## src/rtl/tse_cfg_sequencer.sv

```systemverilog
// rtl/tse_cfg_sequencer.sv - AHB-Lite master that walks a config table of WRITE/POLL/WAIT/END entries
module tse_cfg_sequencer #(
   parameter int NUM_ENTRIES = 16,
   parameter int POLL_LIMIT  = 1023,
   parameter int IDX_W       = 4
) (
   input  logic             i_hclk,
   input  logic             i_hreset,
   input  logic             i_start,
   output logic             o_busy,
   output logic             o_done,
   output logic             o_error,
   output logic [1:0]       o_err_code,
   output logic [IDX_W-1:0] o_err_index,
   output logic [IDX_W-1:0] o_tbl_addr,
   input  logic [41:0]      i_tbl_data,
   output logic [7:0]       o_haddr,
   output logic [1:0]       o_htrans,
   output logic             o_hwrite,
   output logic [2:0]       o_hsize,
   output logic [31:0]      o_hwdata,
   input  logic [31:0]      i_hrdata,
   input  logic             i_hready,
   input  logic [1:0]       i_hresp
);

   localparam int         PC_W     = $clog2(POLL_LIMIT + 1);
   localparam logic [1:0] OP_END   = 2'b00;
   localparam logic [1:0] OP_WRITE = 2'b01;
   localparam logic [1:0] OP_POLL  = 2'b10;
   localparam logic [1:0] OP_WAIT  = 2'b11;

   typedef enum logic [2:0] {
      S_IDLE, S_FETCH, S_DECODE, S_ADDR, S_DATA, S_GAP, S_WAIT, S_FIN
   } state_t;

   state_t            r_state;
   state_t            w_next;
   logic [IDX_W-1:0]  r_tbl_addr;
   logic [31:0]       r_data;
   logic [7:0]        r_haddr;
   logic              r_hwrite;
   logic [31:0]       r_hwdata;
   logic [PC_W-1:0]   r_poll_cnt;
   logic [15:0]       r_wait_cnt;
   logic              r_done;
   logic              r_error;
   logic [1:0]        r_err_code;
   logic [IDX_W-1:0]  r_err_index;

   logic [1:0]        w_op;
   logic              w_last;
   logic              w_bus_err;
   logic              w_poll_ok;
   logic [PC_W-1:0]   w_poll_inc;
   logic              w_poll_to;
   logic              w_advance;

   assign w_op       = i_tbl_data[41:40];
   assign w_last     = (r_tbl_addr == IDX_W'(NUM_ENTRIES - 1));
   assign w_bus_err  = (i_hresp == 2'b01);
   assign w_poll_ok  = ((i_hrdata & r_data) == 32'd0);
   assign w_poll_inc = r_poll_cnt + PC_W'(1);
   assign w_poll_to  = (w_poll_inc == PC_W'(POLL_LIMIT));

   // Every path that finishes an entry funnels through here, including a zero-length WAIT.
   assign w_advance = ((r_state == S_DECODE) && (w_op == OP_WAIT) && (i_tbl_data[15:0] == 16'd0))
                   || ((r_state == S_DATA) && !w_bus_err && i_hready && (r_hwrite || w_poll_ok))
                   || ((r_state == S_WAIT) && (r_wait_cnt == 16'd0));

   always_ff @(posedge i_hclk or posedge i_hreset) begin
      if (i_hreset) r_state <= S_IDLE;
      else          r_state <= w_next;
   end

   always_comb begin
      w_next = r_state;
      case (r_state)
         S_IDLE:   if (i_start) w_next = S_FETCH;
         S_FETCH:  w_next = S_DECODE;
         S_DECODE: begin
            case (w_op)
               OP_END:           w_next = S_FIN;
               OP_WRITE, OP_POLL: w_next = S_ADDR;
               default:          w_next = S_WAIT;
            endcase
         end
         S_ADDR:   if (i_hready) w_next = S_DATA;
         S_DATA: begin
            if (w_bus_err)
               w_next = S_FIN;
            else if (i_hready && !r_hwrite && !w_poll_ok)
               w_next = w_poll_to ? S_FIN : S_GAP;
         end
         S_GAP:    w_next = S_ADDR;
         S_WAIT:   w_next = S_WAIT;
         S_FIN:    w_next = S_IDLE;
      endcase
      if (w_advance) w_next = w_last ? S_FIN : S_FETCH;
   end

   // Address phase is exactly the ADDR state, so an async reset drops NONSEQ at once.
   always_comb begin
      o_htrans = (r_state == S_ADDR) ? 2'b10 : 2'b00;
      o_busy   = (r_state != S_IDLE) && (r_state != S_FIN);
   end

   always_ff @(posedge i_hclk or posedge i_hreset) begin
      if (i_hreset) begin
         r_tbl_addr  <= '0;
         r_data      <= '0;
         r_haddr     <= '0;
         r_hwrite    <= 1'b0;
         r_hwdata    <= '0;
         r_poll_cnt  <= '0;
         r_wait_cnt  <= '0;
         r_done      <= 1'b0;
         r_error     <= 1'b0;
         r_err_code  <= 2'b00;
         r_err_index <= '0;
      end else begin
         if ((r_state == S_IDLE) && i_start) begin
            r_tbl_addr <= '0;
            r_done     <= 1'b0;
            r_error    <= 1'b0;
            r_err_code <= 2'b00;
         end
         if (r_state == S_DECODE) begin
            r_data     <= i_tbl_data[31:0];
            r_poll_cnt <= '0;
            if ((w_op == OP_WRITE) || (w_op == OP_POLL)) begin
               r_haddr  <= i_tbl_data[39:32];
               r_hwrite <= (w_op == OP_WRITE);
            end
            if (w_op == OP_WAIT) r_wait_cnt <= i_tbl_data[15:0];
            if (w_op == OP_END)  r_done     <= 1'b1;
         end
         if ((r_state == S_ADDR) && i_hready && r_hwrite) r_hwdata <= r_data;
         if (r_state == S_DATA) begin
            if (w_bus_err) begin
               r_error     <= 1'b1;
               r_err_code  <= 2'b01;
               r_err_index <= r_tbl_addr;
            end else if (i_hready && !r_hwrite && !w_poll_ok) begin
               r_poll_cnt <= w_poll_inc;
               if (w_poll_to) begin
                  r_error     <= 1'b1;
                  r_err_code  <= 2'b10;
                  r_err_index <= r_tbl_addr;
               end
            end
         end
         if ((r_state == S_WAIT) && (r_wait_cnt != 16'd0)) r_wait_cnt <= r_wait_cnt - 16'd1;
         if (w_advance) begin
            if (w_last) begin
               r_error     <= 1'b1;
               r_err_code  <= 2'b11;
               r_err_index <= r_tbl_addr;
            end else begin
               r_tbl_addr <= r_tbl_addr + IDX_W'(1);
            end
         end
      end
   end

   assign o_done      = r_done;
   assign o_error     = r_error;
   assign o_err_code  = r_err_code;
   assign o_err_index = r_err_index;
   assign o_tbl_addr  = r_tbl_addr;
   assign o_haddr     = r_haddr;
   assign o_hwrite    = r_hwrite;
   assign o_hsize     = 3'b010;
   assign o_hwdata    = r_hwdata;

endmodule
```

## config.mk

```make
export PLATFORM = sky130hd
export DESIGN_NAME = tse_cfg_sequencer
export DESIGN_NICKNAME = d
export VERILOG_FILES = /design/src/rtl/tse_cfg_sequencer.sv
export SDC_FILE = /design/constraint.sdc
export NUM_CORES = 1
export LEC_CHECK = 0
export ABC_CLOCK_PERIOD_IN_PS = 3000
export BUFFER_PORTS_ARGS = -buffer_cell sky130_fd_sc_hd__buf_2
export CAP_MARGIN = 40
export CORE_AREA = 2 2 109 111
export CTS_CLUSTER_DIAMETER = 120
export CTS_CLUSTER_SIZE = 30
export DETAILED_ROUTE_END_ITERATION = 12
export DIE_AREA = 0 0 111 113
export PLACE_DENSITY = 0.75
export SETUP_SLACK_MARGIN = 0.1
export SLEW_MARGIN = 20
export SYNTH_ARGS = -nofsm -noshare
export SYNTH_HDL_FRONTEND = slang
export SYNTH_SLANG_ARGS = --single-unit
```

## constraint.sdc

```tcl
create_clock -name i_hclk -period 3 [get_ports i_hclk]
set_input_delay 0 -clock i_hclk [delete_from_list [all_inputs] [get_ports i_hclk]]
set_output_delay 0 -clock i_hclk [all_outputs]
set_load 0.05 [all_outputs]
```

==> flow_metrics.py, run 1 <==
metrics = {
    "status": {
        "status": "finished, final reports clean",
    },
    "synthesis": {
        "synth_top_area_share_pct": 53.5,
        "synth_ff_type": "dfrtp_1",
        "yosysTopAreaCell": "dfrtp_1",
        "synth.most_common_cell": "nand2_1",
        "ys_warn_count": 0,
        "synth_common_cells": "nand2_1 (130), dfrtp_1 (114), mux2_2 (42)",
        "synth.area.top_cells": "dfrtp_1 (53%), nand2_1 (9.1%), mux2_2 (8.9%)",
        "synthMuxAreaShare_pct": 9.85,
        "yosys.area_share.simple_pct": 18.4,
        "synthXorXnorAreaFrac_pct": 0.657,
        "ys_seq_elements": 114,
        "synth_fa_ha_area_share_pct": 1.88,
        "synthCells": 527,
        "synth_compound_area_share_pct": 12.5,
        "synth_cell_types": 58,
        "ys_async_sr_fraction_pct": 100,
        "synth.avg_cell_area_um2": 10.1,
        "syn_area_mm2": 0.00534,
        "synth_seq_area_share_pct": 53.5,
        "synth_edf_count": 0,
        "synth_top_family_by_area": "simple AND/OR/NAND/NOR gates",
    },
    "pwr": {
        "power_density_mw_per_mm2": 1130,
        "ir_worst_vdd_v": 0.000771,
        "total_power_mw": 8.18,
        "p_leak_nw": 3.59,
    },
    "critical_path": {
        "cp_cell_sequence": "or4_1 > nor4_4 > nand4_1 > o32a_1 > o31a_1 > o211ai_4 > mux2_1",
        "path_class": "reg -> reg",
        "crit_slowest_cell": "or4_1",
        "crit_path_end_kind": "register",
        "crit_path_start_kind": "register",
        "worstPathRequired_ns": 3.28,
        "critPathArrivalTime_ns": 2.98,
        "path_max_fanout": 9,
        "critPathMaxStageDelay_ns": 0.61,
    },
    "detailed_routing": {
        "drtAntennaViolNets": 0,
        "viasPerCell": 5.48,
        "drtPass1Iterations": 5,
        "first_iter_violations": 338,
        "avgRoutedWirePerCell_um": 17.0,
        "wl_um": 14700,
        "vias": 4746,
        "drc": 0,
    },
    "global_routing": {
        "grt_overflow_total": 0,
        "grt_pass1_vias": 4822,
        "grt_antenna_before_repair": 0,
        "grt_pass1_wl_um": 23800,
        "grt_max_degree": 54,
        "grt.total_usage_pct": 24.0,
    },
    "timing": {
        "post-route-period-util_pct": 89.9,
        "grt_setup_unrepaired": "false",
        "holdWs_ns": 0.00729,
        "max_slew_margin_pct": 46.3,
        "setup_viol": 0,
        "slew_violations": 0,
        "fin_crit_ns": 2.70,
        "tns_ns": 0,
        "max_freq_mhz": 371,
        "worst_slew_pin_slew_ns": 0.795,
        "fin_skew_ns": 0.00905,
        "hold_viol": 0,
    },
    "clocking": {
        "clk_path_buf_depth": 2,
        "cts_setup_buffers": 0,
        "path_clk_slew_ns": 0.06,
        "clockRootBuffer": "clkbuf_16",
        "clock_latency_ns": 0.41,
        "cts_tree": "built",
        "cts_buffers": 17,
        "cts_sinks": 114,
        "cts-htree-levels": 4,
    },
    "die": {
        "io-pin-count": 139,
        "die_width_um": 111,
        "core_area_mm2": 0.0113,
        "rows": 39,
        "die_area_mm2": 0.0125,
        "die_y_um": 113,
        "start_util_pct": 47.3,
    },
    "place": {
        "dpl.hpwl_um": 10300,
        "dp.cells": 792,
        "dpl_cell_area_mm2": 0.00620,
        "io_buffers": 134,
        "place_congestion": 0.926,
    },
    "finish": {
        "area_growth_pct": 35.3,
        "stdcell_count": 866,
        "final_area_mm2": 0.00722,
        "drive_above_1_share_pct": 30.4,
        "antenna_cells": 0,
        "num-nets-final": 798,
    },
    "run": {
        "maxCapViolCount": 0,
    },
    "worst_hold_path": {
        "hold_path.class": "in -> reg",
    },
}
final cells by class:
type | instances | area, um2
multi-input combinational | 376 | 2320
fill | 872 | 4050
clock inverter | 10 | 159
sequential | 114 | 2850
timing repair buffer | 187 | 1210
clock buffer | 22 | 444
inverter | 14 | 56.3
tap | 143 | 179
flip-flops by register name, summed over array words and instances, names as in the netlist:
register     cells
o_done           1
o_err_code       2
o_err_index      4
o_error          1
o_haddr          8
o_hwdata        32
o_hwrite         1
o_tbl_addr       4
r_data          32
r_poll_cnt      10
r_state          3
r_wait_cnt      16
worst max-delay path: cells and delay by family, from the launching register on:
family          cells  cell delay, ns
flops               1            0.45
compound gates      3            0.71
simple gates        3            1.06
mux                 1            0.35
cell families after synthesis:
logic type | count (synthesis)
AO/OA/AOI/OAI | 93
flip-flops | 114
XOR/XNOR | 4
multiplexers | 47
buffers and inverters | 39
AND/OR/NAND/NOR | 220
adder cells (fa/ha/maj) | 8
other | 2
layout by cell type, fill, tap and decap left out, types with 4 or more instances in the layout:
cell type        n
o21ai_0         20
nor2b_1          6
ha_1             8
buf_4            9
a22oi_1         18
nor3_1           9
nand3_1         19
conb_1           4
o211ai_1         4
and3_1           4
mux2_2          42
clkbuf_16       17
buf_2          134
nand4_1          5
dfrtp_1        114
bufinv_16        4
inv_1           13
nor4_1           6
nand2_1        130
dlygate4sd3_1   42
nor2_1          25
a21oi_1         14
o311ai_0         4
o31ai_1          4
clkbuf_1         5
a221o_1          4
layer usage:
metal  share of wire (%)  global-route usage, %  wire [um]  vias up
met1                  42                   29.6       6180     2323
met4                 2.2                   9.08        318        0
met2                  50                   41.5       7370      179
met5                   0                      0          0        -
met3                 5.9                   5.57        867       22
li1                    -                      -          -     2222
metrics by stage:
stage	setup WS [ns]	utilization (%)
after floorplan	0.400	-
final	0.304	64.1
after detailed placement	0.248	55.0
after global routing	0.127	64.1
after CTS	0.238	64.1
after global placement	0.323	54.7
repair_timing:
item | 4_1_cts | 5_1_grt
endpoints found under the setup margin | 0 | 4
hold endpoints to repair | 95 | 0
hold buffers | 42 | 0
gates resized for setup | 0 | 0
power breakdown:
group / internal [mW] / switching [mW]
Combinational: 1.03 / 2.35
Sequential: 2.21 / 0.526
Clock: 1.38 / 0.684
final timing paths:
| path | start | cells after the start | slack (ns) | to |
|---|---|---|---|---|
| max | r_wait_cnt[3] | 7 | 0.30 | o_err_index[1] |
| min | i_tbl_data[40] | 3 | 0.007 | o_hwrite |
| max reg2reg | r_wait_cnt[3] | 7 | 0.30 | o_err_index[1] |
| min reg2reg | o_error | 1 | 0.48 | o_error |
| max in group asynchronous | i_hreset | 4 | 2.17 | o_tbl_addr[0] |
| min in group asynchronous | i_hreset | 3 | 0.18 | o_hwdata[22] |
No activity file was read; power rests on OpenSTA's default activity.
==> run 2, diff against run 1 <==
--- a/config.mk
+++ b/config.mk
@@ -10,3 +10,5 @@
 export CAP_MARGIN = 40
-export CORE_AREA = 2 2 109 111
+export CELL_PAD_IN_SITES_DETAIL_PLACEMENT = 1
+export CELL_PAD_IN_SITES_GLOBAL_PLACEMENT = 1
+export CORE_AREA = 2 2 125 127
 export CTS_CLUSTER_DIAMETER = 120
@@ -14,4 +16,4 @@
 export DETAILED_ROUTE_END_ITERATION = 12
-export DIE_AREA = 0 0 111 113
-export PLACE_DENSITY = 0.75
+export DIE_AREA = 0 0 127 129
+export PLACE_DENSITY_LB_ADDON = 0.1
 export SETUP_SLACK_MARGIN = 0.1
==> constraint.sdc (replaced) <==
create_clock -name i_hclk -period 3 [get_ports i_hclk]
set_input_delay 0.3 -clock i_hclk [delete_from_list [all_inputs] [get_ports i_hclk]]
set_output_delay 0.3 -clock i_hclk [all_outputs]
set_load 0.05 [all_outputs]
==> run 2 against run 1 <==
Against the previous run: final cell count is 0.81% higher; wire length is 6.6% higher; non-clock buffer count is 38 lower; clock power is 2% lower; sequential power hardly changed; worst setup slack worse by 0.051 ns; critical path depth stayed put; combinational power hardly changed; register-to-register slack worse by 0.05 ns; clock skew is 0.00090 ns lower; critical endpoint is now o_err_index[0]; largest cell class unchanged.
==> flow_metrics.py, run 2 (synthesis results as in run 1) <==
metrics = {
    "clocking": {
        "path_clk_slew_ns": 0.05,
        "cts_buffers": 17,
        "cts_resized": 0,
        "clockRootBuffer": "clkbuf_16",
        "cts_sinks": 114,
        "cts_tree": "built",
        "clk_path_buf_depth": 2,
        "clock_latency_ns": 0.41,
        "cts_setup_buffers": 0,
        "cts-htree-levels": 4,
    },
    "finish": {
        "antenna_cells": 0,
        "multiInputGateArea_mm2": 0.00232,
        "area_growth_pct": 28.7,
        "register_area_mm2": 0.00285,
        "fill_cells": 1726,
        "final_common_cell": "buf_2",
        "drive_above_1_share_pct": 33.0,
        "fin_util_pct": 45.9,
        "stdcell_count": 873,
        "mostFrequentLayoutCells": "buf_2 (134), nand2_1 (130), dfrtp_1 (114), mux2_2 (42), nor2_1 (25)",
        "num-nets-final": 760,
        "final_area_mm2": 0.00687,
    },
    "detailed_routing": {
        "drc": 0,
        "drtAntennaViolNets": 0,
        "viasPerCell": 5.24,
        "vias": 4576,
        "drtPass1Iterations": 4,
        "wl_um": 15700,
        "wl_met2_um": 7730,
        "routed.top_layer": "met4",
        "dr_wl_met3_um": 705,
        "wl_met1_um": 6980,
        "avgRoutedWirePerCell_um": 18.0,
        "first_iter_violations": 171,
    },
    "critical_path": {
        "worstPathRequired_ns": 3.29,
        "crit_path_end_kind": "register",
        "crit_path_start": "r_wait_cnt[3]",
        "critPathArrivalTime_ns": 3.04,
        "regToRegStartpoint": "r_wait_cnt[3]",
        "critPathMaxStageDelay_ns": 0.64,
        "path_class": "reg -> reg",
        "crit_path_start_kind": "register",
        "crit_slowest_cell": "or4_1",
        "cp_cell_sequence": "or4_1 > nor4_4 > nand4_1 > o32a_1 > o31a_1 > o211ai_4 > mux2_1",
        "path_max_fanout": 9,
    },
    "global_routing": {
        "grt_max_degree": 37,
        "grt_pass1_wl_um": 25800,
        "grt_pass1_vias": 4899,
        "grt_overflow_total": 0,
        "grt.total_usage_pct": 20.3,
        "grt_antenna_before_repair": 0,
    },
    "worst_hold_path": {
        "hold_path.class": "in -> reg",
        "min_from": "i_tbl_data[29]",
    },
    "timing": {
        "setup_viol": 0,
        "tns_ns": 0,
        "holdWs_ns": 0.0845,
        "slew_violations": 0,
        "layout_setup_ws_ns": 0.253,
        "grt_setup_unrepaired": "false",
        "max_slew_margin_pct": 60.6,
        "post-route-period-util_pct": 91.6,
        "fin_crit_ns": 2.75,
        "max_freq_mhz": 364,
        "worst_slew_pin_slew_ns": 0.590,
        "hold_viol": 0,
        "fin_skew_ns": 0.00815,
    },
    "die": {
        "die_area_mm2": 0.0164,
        "die_y_um": 129,
        "die_width_um": 127,
        "start_util_pct": 35.6,
        "rows": 45,
        "core_area_mm2": 0.0150,
        "io-pin-count": 139,
    },
    "pwr": {
        "total_power_mw": 8.13,
        "ir_worst_vdd_v": 0.000489,
        "p_leak_nw": 3.42,
        "power_density_mw_per_mm2": 1180,
    },
    "place": {
        "pre_cts_ws_ns": 0.182,
        "dp.cells": 840,
        "dpl_cell_area_mm2": 0.00626,
        "place_congestion": 0.815,
        "io_buffers": 134,
        "dpl.hpwl_um": 11700,
    },
    "status": {
        "status": "finished, final reports clean",
    },
    "run": {
        "maxCapViolCount": 0,
    },
}
run 2: changes by cell type in the layout (fill, tap and decap cells not counted), sizes merged:
cell and delta:
bufinv -2, dlygate4sd3 -41, clkinvlp +2, buf +3, clkinv -2, clkbuf +2
run 2: final cells by class:
type | count | area share [%]
clock buffers | 24 | 7.30
clock inverters | 8 | 1.46
inverters | 14 | 0.820
multi-input cells | 376 | 33.8
flip-flops and latches | 114 | 41.5
well taps | 188 | 3.42
repair buffers | 149 | 11.6
run 2: what timing repair did:
item                                   in CTS  in global routing
setup endpoints to repair                   0                  2
hold buffers                                1                  0
endpoints found under the hold margin      21                  0
run 2: worst max-delay path, delay by kind of cell, from the launching register on:
kind	cells	cell delay (ns)
simple gates	3	1.12
compound gates	3	0.72
flops	1	0.45
mux	1	0.34
run 2: worst paths after layout:
path / depth (start not counted) / to / slack (ns)
worst max-delay path: 7 / o_err_index[0] / 0.25
worst min-delay path: 3 / r_data[29] / 0.08
worst max register to register: 7 / o_err_index[0] / 0.25
worst min register to register: 1 / o_error / 0.49
max in group asynchronous: 4 / r_poll_cnt[4] / 1.85
min in group asynchronous: 3 / r_data[20] / 0.50
run 2: layer usage:
layer,vias up,global-route usage [%]
li1,2143,-
met1,2287,25.7
met2,122,34.1
met3,24,5.32
met4,0,6.92
met5,-,0
run 2: where the power goes:
part           total, mW  switching, mW  internal, mW
combinational       3.35           2.35          1.00
sequential          2.75          0.546          2.20
clock               2.03          0.699          1.33
total               8.13           3.59          4.54
==> run 3, diff against run 2 <==
- ABC_CLOCK_PERIOD_IN_PS: 3000 -> 2800
- CORE_AREA: 2 2 125 127 -> 2 2 119 121
- DIE_AREA: 0 0 127 129 -> 0 0 121 123
- SLEW_MARGIN: 20 -> unset
- clock period: 3 -> 2.8 ns (I/O delays scaled with it)
==> run 3 against run 2 <==
Against the previous run: core utilization is 5.2 points higher; sequential share of layout area is 0.48 points lower; clock power is 5% higher; non-clock buffer count is 8 higher; fmax is 4.7% higher.
==> flow_metrics.py, run 3 (synthesis results as in run 1) <==
metrics = {
    "status": {
        "status": "finished, final reports clean",
    },
    "detailed_routing": {
        "drtAntennaViolNets": 0,
        "drc": 0,
        "avgRoutedWirePerCell_um": 17.9,
        "vias": 4584,
        "wl_um": 15600,
        "first_iter_violations": 248,
        "viasPerCell": 5.25,
        "drtPass1Iterations": 4,
    },
    "finish": {
        "final_common_cell": "buf_2",
        "antenna_cells": 0,
        "final_area_mm2": 0.00695,
        "stdcell_count": 873,
        "area_growth_pct": 30.2,
        "drive_above_1_share_pct": 34.5,
        "mostFrequentLayoutCells": "buf_2 (134), nand2_1 (129), dfrtp_1 (114), mux2_2 (42), nor2_1 (25)",
        "num-nets-final": 768,
    },
    "critical_path": {
        "path_class": "reg -> reg",
        "reg2reg_depth": 7,
        "crit_path_end_kind": "register",
        "critPathArrivalTime_ns": 2.92,
        "path_max_fanout": 6,
        "worstPathRequired_ns": 3.09,
        "crit_path_start_kind": "register",
    },
    "timing": {
        "max_freq_mhz": 381,
        "setup_viol": 0,
        "hold_viol": 0,
        "fin_crit_ns": 2.62,
        "worst_slew_pin_slew_ns": 0.629,
        "slew_violations": 0,
        "post-route-period-util_pct": 93.7,
        "grt_setup_unrepaired": "false",
        "fin_skew_ns": 0.00857,
        "tns_ns": 0,
        "max_slew_margin_pct": 57.5,
    },
    "global_routing": {
        "grt_pass1_vias": 4768,
        "grt.total_usage_pct": 21.7,
        "grt_pass1_wl_um": 24900,
        "grt_overflow_total": 0,
        "grt_antenna_before_repair": 0,
        "grt_max_degree": 43,
    },
    "die": {
        "die_y_um": 123,
        "start_util_pct": 39.2,
        "die_area_mm2": 0.0149,
        "rows": 43,
        "io-pin-count": 139,
        "die_width_um": 121,
        "core_area_mm2": 0.0136,
    },
    "pwr": {
        "ir_worst_vdd_v": 0.000651,
        "p_leak_nw": 3.47,
        "total_power_mw": 8.74,
        "power_density_mw_per_mm2": 1260,
    },
    "clocking": {
        "path_clk_slew_ns": 0.06,
        "clock_latency_ns": 0.41,
        "cts_buffers": 17,
        "cts_sinks": 114,
        "cts-htree-levels": 4,
        "clk_path_buf_depth": 2,
        "clockRootBuffer": "clkbuf_16",
        "cts_tree": "built",
    },
    "place": {
        "io_buffers": 134,
        "dp.cells": 836,
        "dpl.hpwl_um": 11400,
        "dpl_cell_area_mm2": 0.00630,
        "place_congestion": 0.835,
    },
    "worst_hold_path": {
        "whs_path_depth": 3,
        "hold_path.class": "in -> reg",
    },
    "run": {
        "maxCapViolCount": 0,
    },
}
## run 3: changes by cell type in the layout (fill, tap and decap cells not counted), sizes merged
cell      delta
buf          +8
clkbuf       -4
clkinv       +4
clkinvlp     -1
inv          +1
## run 3: path summary, 6_finish.rpt
check                               start  slack [ns]             end
setup / recovery            r_wait_cnt[3]        0.18  o_err_index[0]
hold / removal             i_tbl_data[28]        0.06      r_data[28]
setup reg to reg            r_wait_cnt[3]        0.18  o_err_index[0]
hold reg to reg                   o_error        0.47         o_error
max in group asynchronous        i_hreset        1.81     o_hwdata[9]
min in group asynchronous        i_hreset        0.31    o_hwdata[29]
## run 3: critical path, cell delays in order (launching register included)
cell      delay, ns
dfrtp_1        0.37
or4_4          0.56
nor4_4         0.35
nand4_1        0.19
o32a_1         0.22
o31a_1         0.20
o211ai_4       0.27
mux2_1         0.34
## run 3: through the flow
step | worst slack (ns) | util (%) | hold slack (ns)
finish | 0.176 | 51.1 | 0.0635
global route | 0.0973 | 51.1 | 0.0646
CTS | 0.171 | 50.7 | 0.0486
detailed placement | 0.120 | 46.3 | 0.178
global placement | 0.176 | 46.2 | 0.459
floorplan | 0.200 | - | 0.385
## run 3: power breakdown
part | internal [mW] | switching, mW | total [mW]
logic | 1.12 | 2.55 | 3.67
registers | 2.36 | 0.575 | 2.94
clock network | 1.36 | 0.776 | 2.13
total | 4.84 | 3.90 | 8.74
## run 3: final cells by class
type                       instances  area [um2]
tap                              180         225
clock inverter                    12         133
fill                            1569        6660
inverter                          14        56.3
clock buffer                      20         457
multi-input combinational        376        2340
sequential                       114        2850
timing repair buffer             157         883
## run 3: repair_timing
item,4_1_cts,5_1_grt
setup endpoints to repair,2,6
buffers inserted,0,4
hold endpoints to repair,33,0
resized for setup,0,4
pin swaps,1,3
hold buffers,1,0
## run 3: routing by layer
layer	GRT usage (%)	share of wire (%)	vias up
met5	0	0	-
met4	5.74	0.99	0
met3	4.80	4.0	11
met2	37.8	51	107
met1	27.4	44	2303
li1	-	-	2163
